## src/rtl/uart_rx_word_deserializer.sv

```systemverilog
// -----------------------------------------------------------------------------
// uart_rx_word_deserializer
//
// Collects sampled serial bits, one per bit_en strobe, into a word whose length
// and bit order are chosen at run time. The finished word is presented on a
// valid/ready output register. If a word completes while the output still holds
// an unconsumed word, the new word is dropped and overrun pulses. The block sits
// between the RX sampler/FSM and the RX FIFO.
//
// Optional feature: define UART_DESER_PARITY_EN to add a parity bit after the
// data bits. This adds the cfg_par_en and cfg_par_odd inputs and the
// out_par_err output.
//
// Ports
//   clk            rising-edge clock
//   rst            asynchronous, active-low reset
//   clear          synchronous abort: drops the partial word and returns to IDLE
//   bit_en         one-cycle strobe: bit_in is a valid data or parity bit
//   bit_in         sampled serial bit
//   cfg_len        data bits per word; 0 or a value > DATA_WIDTH means DATA_WIDTH
//   cfg_msb_first  1: the first bit received is the MSB; 0: the first bit is the LSB
//   cfg_par_en     (parity build only) a parity bit follows the data bits
//   cfg_par_odd    (parity build only) 1: odd parity, 0: even parity
//   out_ready      consumer accepts out_data when out_valid & out_ready
//   out_valid      out_data holds an unconsumed word
//   out_data       completed word, right-justified, unused upper bits 0
//   out_par_err    (parity build only) parity error flag that travels with out_data
//   overrun        one-cycle pulse: a completed word was dropped
//   busy           a word is in progress (state != IDLE)
//   bit_cnt        data bits captured so far in the current word
// -----------------------------------------------------------------------------
module uart_rx_word_deserializer #(
    parameter int DATA_WIDTH = 8,
    parameter int LEN_W      = 4
) (
    input  logic                  clk,
    input  logic                  rst,
    input  logic                  clear,
    input  logic                  bit_en,
    input  logic                  bit_in,
    input  logic [LEN_W-1:0]      cfg_len,
    input  logic                  cfg_msb_first,
`ifdef UART_DESER_PARITY_EN
    input  logic                  cfg_par_en,
    input  logic                  cfg_par_odd,
    output logic                  out_par_err,
`endif
    input  logic                  out_ready,
    output logic                  out_valid,
    output logic [DATA_WIDTH-1:0] out_data,
    output logic                  overrun,
    output logic                  busy,
    output logic [LEN_W-1:0]      bit_cnt
);

    typedef enum logic [1:0] {
        S_IDLE  = 2'd0,
`ifdef UART_DESER_PARITY_EN
        S_PAR   = 2'd2,
`endif
        S_SHIFT = 2'd1
    } state_t;

    state_t                r_state;
    logic [DATA_WIDTH-1:0] r_shift;
    logic [LEN_W-1:0]      r_cnt;
    logic [LEN_W-1:0]      r_len;
    logic                  r_msb;
    logic                  r_cmp_valid;   // a word finished on the previous edge
    logic [DATA_WIDTH-1:0] r_cmp_data;
    logic                  r_out_valid;
    logic [DATA_WIDTH-1:0] r_out_data;
    logic                  r_overrun;
`ifdef UART_DESER_PARITY_EN
    logic                  r_par_en;
    logic                  r_par_odd;
    logic                  r_cmp_perr;
    logic                  r_out_perr;
    logic                  w_par_en;
`endif

    logic [LEN_W-1:0]      w_cfg_len;
    logic [LEN_W-1:0]      w_len;
    logic [LEN_W-1:0]      w_cnt;
    logic [LEN_W-1:0]      w_idx;
    logic                  w_msb;
    logic [DATA_WIDTH-1:0] w_base;
    logic [DATA_WIDTH-1:0] w_word;
    logic                  w_last;

    // In IDLE, the strobe that starts a word uses the live cfg inputs and an
    // all-zero shift register. After that, the values latched at frame start
    // are used.
    always_comb begin
        // NOTE: every signal gets a default first so no path leaves one unassigned (no latches).
        w_cfg_len = cfg_len;
        if (cfg_len == '0 || cfg_len > LEN_W'(DATA_WIDTH))
            w_cfg_len = LEN_W'(DATA_WIDTH);
        w_len  = (r_state == S_IDLE) ? w_cfg_len     : r_len;
        w_msb  = (r_state == S_IDLE) ? cfg_msb_first : r_msb;
        w_base = (r_state == S_IDLE) ? '0            : r_shift;
        w_cnt  = (r_state == S_IDLE) ? '0            : r_cnt;
        // The k-th bit goes to index k (LSB first) or len-1-k (MSB first).
        w_idx  = w_msb ? (w_len - LEN_W'(1) - w_cnt) : w_cnt;
        w_word = bit_in ? (w_base | (DATA_WIDTH'(1) << w_idx)) : w_base;
        w_last = (w_cnt + LEN_W'(1)) == w_len;
`ifdef UART_DESER_PARITY_EN
        w_par_en = (r_state == S_IDLE) ? cfg_par_en : r_par_en;
`endif
    end

    // Capture FSM
    always_ff @(posedge clk or negedge rst) begin
        if (!rst) begin
            r_state     <= S_IDLE;
            r_shift     <= '0;
            r_cnt       <= '0;
            r_len       <= LEN_W'(DATA_WIDTH);
            r_msb       <= 1'b0;
            r_cmp_valid <= 1'b0;
            r_cmp_data  <= '0;
`ifdef UART_DESER_PARITY_EN
            r_par_en    <= 1'b0;
            r_par_odd   <= 1'b0;
            r_cmp_perr  <= 1'b0;
`endif
        end else begin
            // NOTE: sequential state uses non-blocking assignments only, so every register samples pre-edge values.
            r_cmp_valid <= 1'b0;
            if (clear) begin
                // clear beats bit_en, so a last bit arriving with clear is lost.
                r_state <= S_IDLE;
                r_cnt   <= '0;
                r_shift <= '0;
            end else if (bit_en) begin
                case (r_state)
`ifdef UART_DESER_PARITY_EN
                    S_PAR: begin
                        r_state     <= S_IDLE;
                        r_cnt       <= '0;
                        r_shift     <= '0;
                        r_cmp_valid <= 1'b1;
                        r_cmp_data  <= r_shift;
                        // Even parity: data XOR parity must be 0. Odd parity: it must be 1.
                        r_cmp_perr  <= (^r_shift) ^ bit_in ^ r_par_odd;
                    end
`endif
                    default: begin
                        if (r_state == S_IDLE) begin
                            r_len     <= w_cfg_len;
                            r_msb     <= cfg_msb_first;
`ifdef UART_DESER_PARITY_EN
                            r_par_en  <= cfg_par_en;
                            r_par_odd <= cfg_par_odd;
`endif
                        end
                        if (w_last) begin
                            r_state     <= S_IDLE;
                            r_cnt       <= '0;
                            r_shift     <= '0;
                            r_cmp_valid <= 1'b1;
                            r_cmp_data  <= w_word;
`ifdef UART_DESER_PARITY_EN
                            r_cmp_perr  <= 1'b0;
                            // The later assignments override the completion above:
                            // hold the data and wait for the parity strobe.
                            if (w_par_en) begin
                                r_state     <= S_PAR;
                                r_cnt       <= w_len;
                                r_shift     <= w_word;
                                r_cmp_valid <= 1'b0;
                            end
`endif
                        end else begin
                            r_state <= S_SHIFT;
                            r_shift <= w_word;
                            r_cnt   <= w_cnt + LEN_W'(1);
                        end
                    end
                endcase
            end
        end
    end

    // Output register. A word completed on the previous edge either loads
    // (output empty or being consumed now) or is dropped with an overrun pulse.
    always_ff @(posedge clk or negedge rst) begin
        if (!rst) begin
            r_out_valid <= 1'b0;
            r_out_data  <= '0;
            r_overrun   <= 1'b0;
`ifdef UART_DESER_PARITY_EN
            r_out_perr  <= 1'b0;
`endif
        end else begin
            r_overrun <= 1'b0;
            if (r_cmp_valid) begin
                if (!r_out_valid || out_ready) begin
                    r_out_valid <= 1'b1;
                    r_out_data  <= r_cmp_data;
`ifdef UART_DESER_PARITY_EN
                    r_out_perr  <= r_cmp_perr;
`endif
                end else begin
                    r_overrun <= 1'b1;
                end
            end else if (r_out_valid && out_ready) begin
                r_out_valid <= 1'b0;
            end
        end
    end

    assign out_valid = r_out_valid;
    assign out_data  = r_out_data;
    assign overrun   = r_overrun;
    assign busy      = (r_state != S_IDLE);
    assign bit_cnt   = r_cnt;
`ifdef UART_DESER_PARITY_EN
    assign out_par_err = r_out_perr;
`endif

endmodule
```

## config.mk

```make
export PLATFORM = sky130hd
export DESIGN_NAME = uart_rx_word_deserializer
export DESIGN_NICKNAME = d
export VERILOG_FILES = /design/src/rtl/uart_rx_word_deserializer.sv
export SDC_FILE = /design/constraint.sdc
export NUM_CORES = 1
export LEC_CHECK = 0
export CORE_AREA = 4 4 69 71
export DETAILED_ROUTE_END_ITERATION = 10
export DIE_AREA = 0 0 73 75
export PLACE_DENSITY = 0.76
export SYNTH_ARGS = -nofsm -noshare
export SYNTH_HDL_FRONTEND = slang
export SYNTH_SLANG_ARGS = --single-unit
```

## constraint.sdc

```tcl
create_clock -name clk -period 3 [get_ports clk]
set_input_delay 0.75 -clock clk [delete_from_list [all_inputs] [get_ports clk]]
set_output_delay 0.75 -clock clk [all_outputs]
set_load 0.1 [all_outputs]
```

# Word-level counts from Yosys, hierarchy flattened
# Index checks and enable logic that the tools add are counted.
dict set report word_totals {
  regBits 38
  latch_bits 0
  ramBits 0
  romBits 0
  inputBits 11
  output_inout_bits 15
  elab_cells 56
  n_memories 0
}
dict set report classes {
  addsub 3
  multipliers 0
  div_mod_pow 0
  magnitude_cmp 1
  eq_ne 2
  n_shift 1
  muxes 24
  n_bitwise 2
  n_reduce_logical 13
}
# operator count
set ops {}
lappend ops {{$mux 8} 5}
lappend ops {{$mux 4} 7}
lappend ops {{$mux 1} 10}
lappend ops {{$or 8x8->8} 1}
lappend ops {{$shl 1x4->8 const A} 1}
lappend ops {{$reduce_and 2->1} 3}
lappend ops {{$reduce_bool 2->1} 3}
lappend ops {{$add 4x1->4 const B} 1}
lappend ops {{$eq 4x4->1} 1}
lappend ops {{$gt 4x4->1 const B} 1}
lappend ops {{$logic_not 4->1} 1}
lappend ops {{$mux 2} 2}
lappend ops {{$sub 4x1->4 const B} 1}
lappend ops {{$sub 4x4->4} 1}
lappend ops {{$reduce_and 3->1} 1}
lappend ops {{$logic_not 2->1} 1}
lappend ops {{$logic_or 1x1->1} 2}
lappend ops {{$ne 2x1->1 const B} 1}
lappend ops {{$logic_and 1x1->1} 1}
lappend ops {{$logic_not 1->1} 1}
lappend ops {{$not 1->1} 1}

# Depth between registers and ports, before layout
dict set report logic_depth {
  word_depth 13
  ltp_mapped 12
  ltp_nobuf 10
}

# Worst setup path after synthesis
# No wires, ideal clock.
dict set report synth_path {
  path_kind {register -> register}
  startpoint {register r_state[0]}
  endpoint {register r_shift[0]}
  setup_ns 0.101
  t_arrival_ns 3.528
  required_time_ns 2.899
  slack_ns -0.629
  path_stages_with_launch 13
  path_cell_list {dfrtp_1 -> buf_2 -> buf_1 -> a22o_1 -> ha_1 -> inv_1 -> fa_1 -> xnor2_1 -> a21oi_1 -> a31oi_1 -> or4b_1 -> buf_2 -> o32ai_1}
}
dict set report synth_between {
  elab_chain_cells 11
  word_cells_on_any_way 16
}
# element line
set synth_lines {}
lappend synth_lines {{from (decl)} 64} ;# state_t r_state;
lappend synth_lines {{from (signal assigned)} 115} ;# r_state <= S_IDLE;
lappend synth_lines {{from (signal assigned)} 132} ;# r_state <= S_IDLE;
lappend synth_lines {{from (signal assigned)} 158} ;# r_state <= S_IDLE;
lappend synth_lines {{$logic_not 2->1 (*)} 99} ;# w_len = (r_state == S_IDLE) ? w_cfg_len : r_len;
lappend synth_lines {{$mux 4 (*)} --}
lappend synth_lines {{named net w_len[0]} 83} ;# logic [LEN_W-1:0] w_len;
lappend synth_lines {{$sub 4x1->4} 104} ;# w_idx = w_msb ? (w_len - LEN_W'(1) - w_cnt) : w_cnt;
lappend synth_lines {{$sub 4x4->4} 104}
lappend synth_lines {{$mux 4} 104}
lappend synth_lines {{$shl 1x4->8} 105} ;# w_word = bit_in ? (w_base | (DATA_WIDTH'(1) << w_idx)) : w_base;
lappend synth_lines {{$or 8x8->8} 105}
lappend synth_lines {{$mux 8} 105}
lappend synth_lines {{$mux 8 (*)} 157} ;# if (w_last) begin
lappend synth_lines {{$mux 8 (*)} 135} ;# end else if (bit_en) begin
lappend synth_lines {{$mux 8 (*)} 130} ;# if (clear) begin
lappend synth_lines {{to (signal assigned)} 176} ;# r_shift <= w_word;
lappend synth_lines {{to (decl)} 65} ;# logic [DATA_WIDTH-1:0] r_shift;
# Mark *: on every way through the listed nets, which the timed path passes. The rest lies on a longest branch. The select of a mux whose other input is x is not followed.
# A chain may end at the register's enable or synchronous reset.

# Final worst setup path
dict set report layout_path {
  startpoint {input port cfg_len[3]}
  endpoint {register r_shift[0]}
}
dict set report layout_between {
  elab_chain_cells 13
  word_cells_on_any_way 15
}
# element line
set layout_lines {}
lappend layout_lines {{from (decl)} 41} ;# input logic [LEN_W-1:0] cfg_len,
lappend layout_lines {{$gt 4x4->1 or $logic_not 4->1 (tied branches)} 97} ;# if (cfg_len == '0 || cfg_len > LEN_W'(DATA_WIDTH))
lappend layout_lines {{$logic_or 1x1->1 (*)} 97}
lappend layout_lines {{$mux 4 (*)} 97}
lappend layout_lines {{$mux 4 (*)} --}
lappend layout_lines {{named net w_len[1]} 83}
lappend layout_lines {{$sub 4x1->4} 104}
lappend layout_lines {{$sub 4x4->4} 104}
lappend layout_lines {{$mux 4} 104}
lappend layout_lines {{$shl 1x4->8} 105}
lappend layout_lines {{$or 8x8->8} 105}
lappend layout_lines {{$mux 8} 105}
lappend layout_lines {{$mux 8 (*)} 157}
lappend layout_lines {{$mux 8 (*)} 135}
lappend layout_lines {{$mux 8 (*)} 130}
# Marks and branches as above.

==> results.sh <==
export IMPL_drc=0
export IMPL_p_leak_nw=1.193
export IMPL_drive_gt1_frac=0.3038
export IMPL_place_area_sq_um=2316
export IMPL_wl_per_cell_microns=14.82
export IMPL_clock_root_buffer="clkbuf_8"
export IMPL_nFillCells=370
export IMPL_ys_seq_elements=37
export IMPL_timing_critical_path_fanout_max=8
export IMPL_row_count=24
export IMPL_die_h_microns=75
export IMPL_synth_top_cell_by_area="dfrtp_1"
export IMPL_fin_skew_ns=0.009545
export IMPL_p_per_area_nw_per_um2=522.3
export IMPL_fp_dieW_microns=73
export IMPL_hold_path_class="reg -> reg"
export IMPL_syn_num_nets=212
export IMPL_hpwlAfterDp_microns=2940
export IMPL_maxSlewViolCount=0
export IMPL_tightest_slew_ns=0.4732
export IMPL_cts_tree="yes"
export IMPL_fmax_mhz=346.9
export IMPL_hold_violations=0
export IMPL_diodes=0
export IMPL_drt_iter0_drc=73
export IMPL_cts_sinks=37
export IMPL_yosysTopAreaCellShare=0.4627
export IMPL_worstSetupPathType="in -> reg"
export IMPL_cp_start_kind="input pin"
export IMPL_ios=26
export IMPL_final_setup_worst_slack_ns=0.1177
export IMPL_synth_flop_cell="dfrtp_1"
export IMPL_drv_cap=0
export IMPL_port_buffers=25
export IMPL_final_util=0.5972
export IMPL_synth_edff_count=0
export IMPL_peakVddDrop_mv=0.4325
export IMPL_grt_start_max_net_pins=38
export IMPL_fin_hold_ws_ns=0.4728
export IMPL_nets=253
export IMPL_route_vias_total=1577
export IMPL_cts_clk_slew_worst_paths_ns=0.07
export IMPL_pre_cts_slack_ns=-0.5898
export IMPL_setup_viol=0
export IMPL_clk_path_buf_depth=2
export IMPL_cts_buffers=5
export IMPL_overflow=0
export IMPL_insertion_delay_ns=0.30
export IMPL_yosysMostFrequentCell="dfrtp_1"
export IMPL_min_period_over_period=0.9608
export IMPL_design_area_sq_um=2529
export IMPL_grt_use_total=0.1674
export IMPL_synth_warning_count=0
export IMPL_status="finished, final reports clean"
export IMPL_ys_seq_area_frac=0.4762
export IMPL_rsz0062_at_grt="no"
export IMPL_via_per_inst=5.457
export IMPL_ctsHoldBuffers=0
export IMPL_area_delta_synth_final_pct=29.88
export IMPL_grt_pass1_vias=1546
export IMPL_setup_tns_ns=0
export IMPL_grt_pass1_wl_microns=7031
export IMPL_rrSetupSlack_ns=0.20
export IMPL_fin_crit_ns=2.882
export IMPL_antenna_found_initial=0
export IMPL_cts_htree_levels=2
export IMPL_syn_area_per_cell_sq_um=9.933
export IMPL_synthTopCellsByArea="dfrtp_1 46%, mux2_2 7.5%, mux2i_1 4.6%"
export IMPL_postSynth_asyncResetShare=1.000
export IMPL_die_area_sq_um=5475
export IMPL_routed_wl_microns=4282
export IMPL_drtPass1Iterations=4
export IMPL_ys_top_cells_by_count="36 x dfrtp_1, 23 x nand2_1, 16 x inv_1, 16 x nor2_1, 13 x mux2_2"
export IMPL_synth_distinct_cells=40
export IMPL_gp_congestion=0.8321
export IMPL_core_sq_um=4234
export IMPL_ant_nets=0
export IMPL_cp_arrival_ns=3.08
export IMPL_syn_inst=196
export IMPL_worst_setup_path_end_kind="flip-flop"
export IMPL_critPathRequiredTime_ns=3.20
export IMPL_synth_area_sq_um=1947
export IMPL_slew_limit_headroom=0.6845
export IMPL_initial_core_util=0.4598
## state kept, by name (all words and copies together), names as in the netlist
signal and cells:
bit_cnt 4, out_data 8, out_valid 1, overrun 1
r_cmp_data 8, r_cmp_valid 1, r_len 4, r_msb 1
r_shift 8, r_state 1
## worst max-delay path, stage by stage
cell and delay [ns]:
clkbuf_2 0.14, nor2_4 0.06, buf_4 0.13, a22oi_2 0.17, inv_1 0.06, ha_1 0.27, a21o_1 0.18, a21oi_2 0.15
xor2_1 0.23, nor3_2 0.08, or4b_4 0.57, o32ai_2 0.27
## repair_timing
action,in CTS,in global routing
buffers inserted,1,1
pin swaps,7,13
resized for setup,11,13
endpoints found under the hold margin,0,0
setup endpoints to repair,12,12
## routing by layer
layer | wire length (microns) | track usage
met5 | 0 | 0
met4 | 77 | 0.06148
met3 | 214 | 0.04272
met2 | 2159 | 0.2939
met1 | 1830 | 0.1976
## layout make-up
| type | count | area [sq um] | share of cell area |
|---|---|---|---|
| timing repair buffer | 42 | 355.3 | 0.1405 |
| inverter | 16 | 60.06 | 0.02375 |
| clock buffer | 5 | 68.82 | 0.02721 |
| sequential | 37 | 930.9 | 0.3681 |
| tap | 52 | 65.06 | 0.02573 |
| multi-input combinational | 135 | 1013 | 0.4008 |
| clock inverter | 2 | 35.03 | 0.01385 |
## metrics by stage
stage / power [mW] / instances
CTS: 1.311 / 288
global route: 1.375 / 289
global placement: 0.8671 / 280
finish: 1.321 / 289
floorplan: 0.7804 / 196
detailed placement: 0.8743 / 280
## cells by family after synthesis
family                     Yosys count  share of synthesized area
AOI/OAI and AO/OA                   42                     0.1452
xor gates and xnor gates             5                    0.02249
adders and majority gates            5                    0.03599
buffers and inverters               24                    0.05013
DFF                                 37                     0.4762
muxes                               22                     0.1215
and+or+nand+nor                     61                     0.1485
## layout by cell type (no fill, tap or decap), types with 2 or more instances in the layout
master           Yosys  routed
nor2_1              16      15
o21ai_0             12      11
nor2b_1              3       3
inv_1               16      15
a22o_1               2       2
clkbuf_8             0       5
a21o_1               2       2
o32ai_2              0       4
o32ai_1              8       4
a22oi_1              3       2
dfrtp_1             36      35
clkdlybuf4s50_1      0       6
nand3_1              7       7
buf_4                1      31
dlymetal6s2s_1       0       3
nand2_1             23      23
o21ai_1              2       3
xor2_1               4       4
mux2i_1              9       9
ha_1                 4       2
mux2_2              13      13
a21oi_1              7       6
nand2b_1             3       3
## path summary, 6_finish.rpt
check,cells after the start,startpoint,end
setup / recovery,12,cfg_len[3],r_shift[0]$_DFFE_PN0P_
min in group asynchronous,2,rst,out_valid$_DFFE_PN0P_
hold reg to reg,2,r_cmp_valid$_DFF_PN0_,out_valid$_DFFE_PN0P_
max in group asynchronous,2,rst,r_state[0]$_DFFE_PN0P_
hold / removal,2,r_cmp_valid$_DFF_PN0_,out_valid$_DFFE_PN0P_
setup reg to reg,10,r_state[0]$_DFFE_PN0P_,r_shift[0]$_DFFE_PN0P_
## report_power, final
part / internal (mW) / switching (mW)
registers: 0.535 / 0.0276
logic: 0.128 / 0.206
clock network: 0.242 / 0.182
total: 0.905 / 0.415
(Power assumes the default switching activity.)
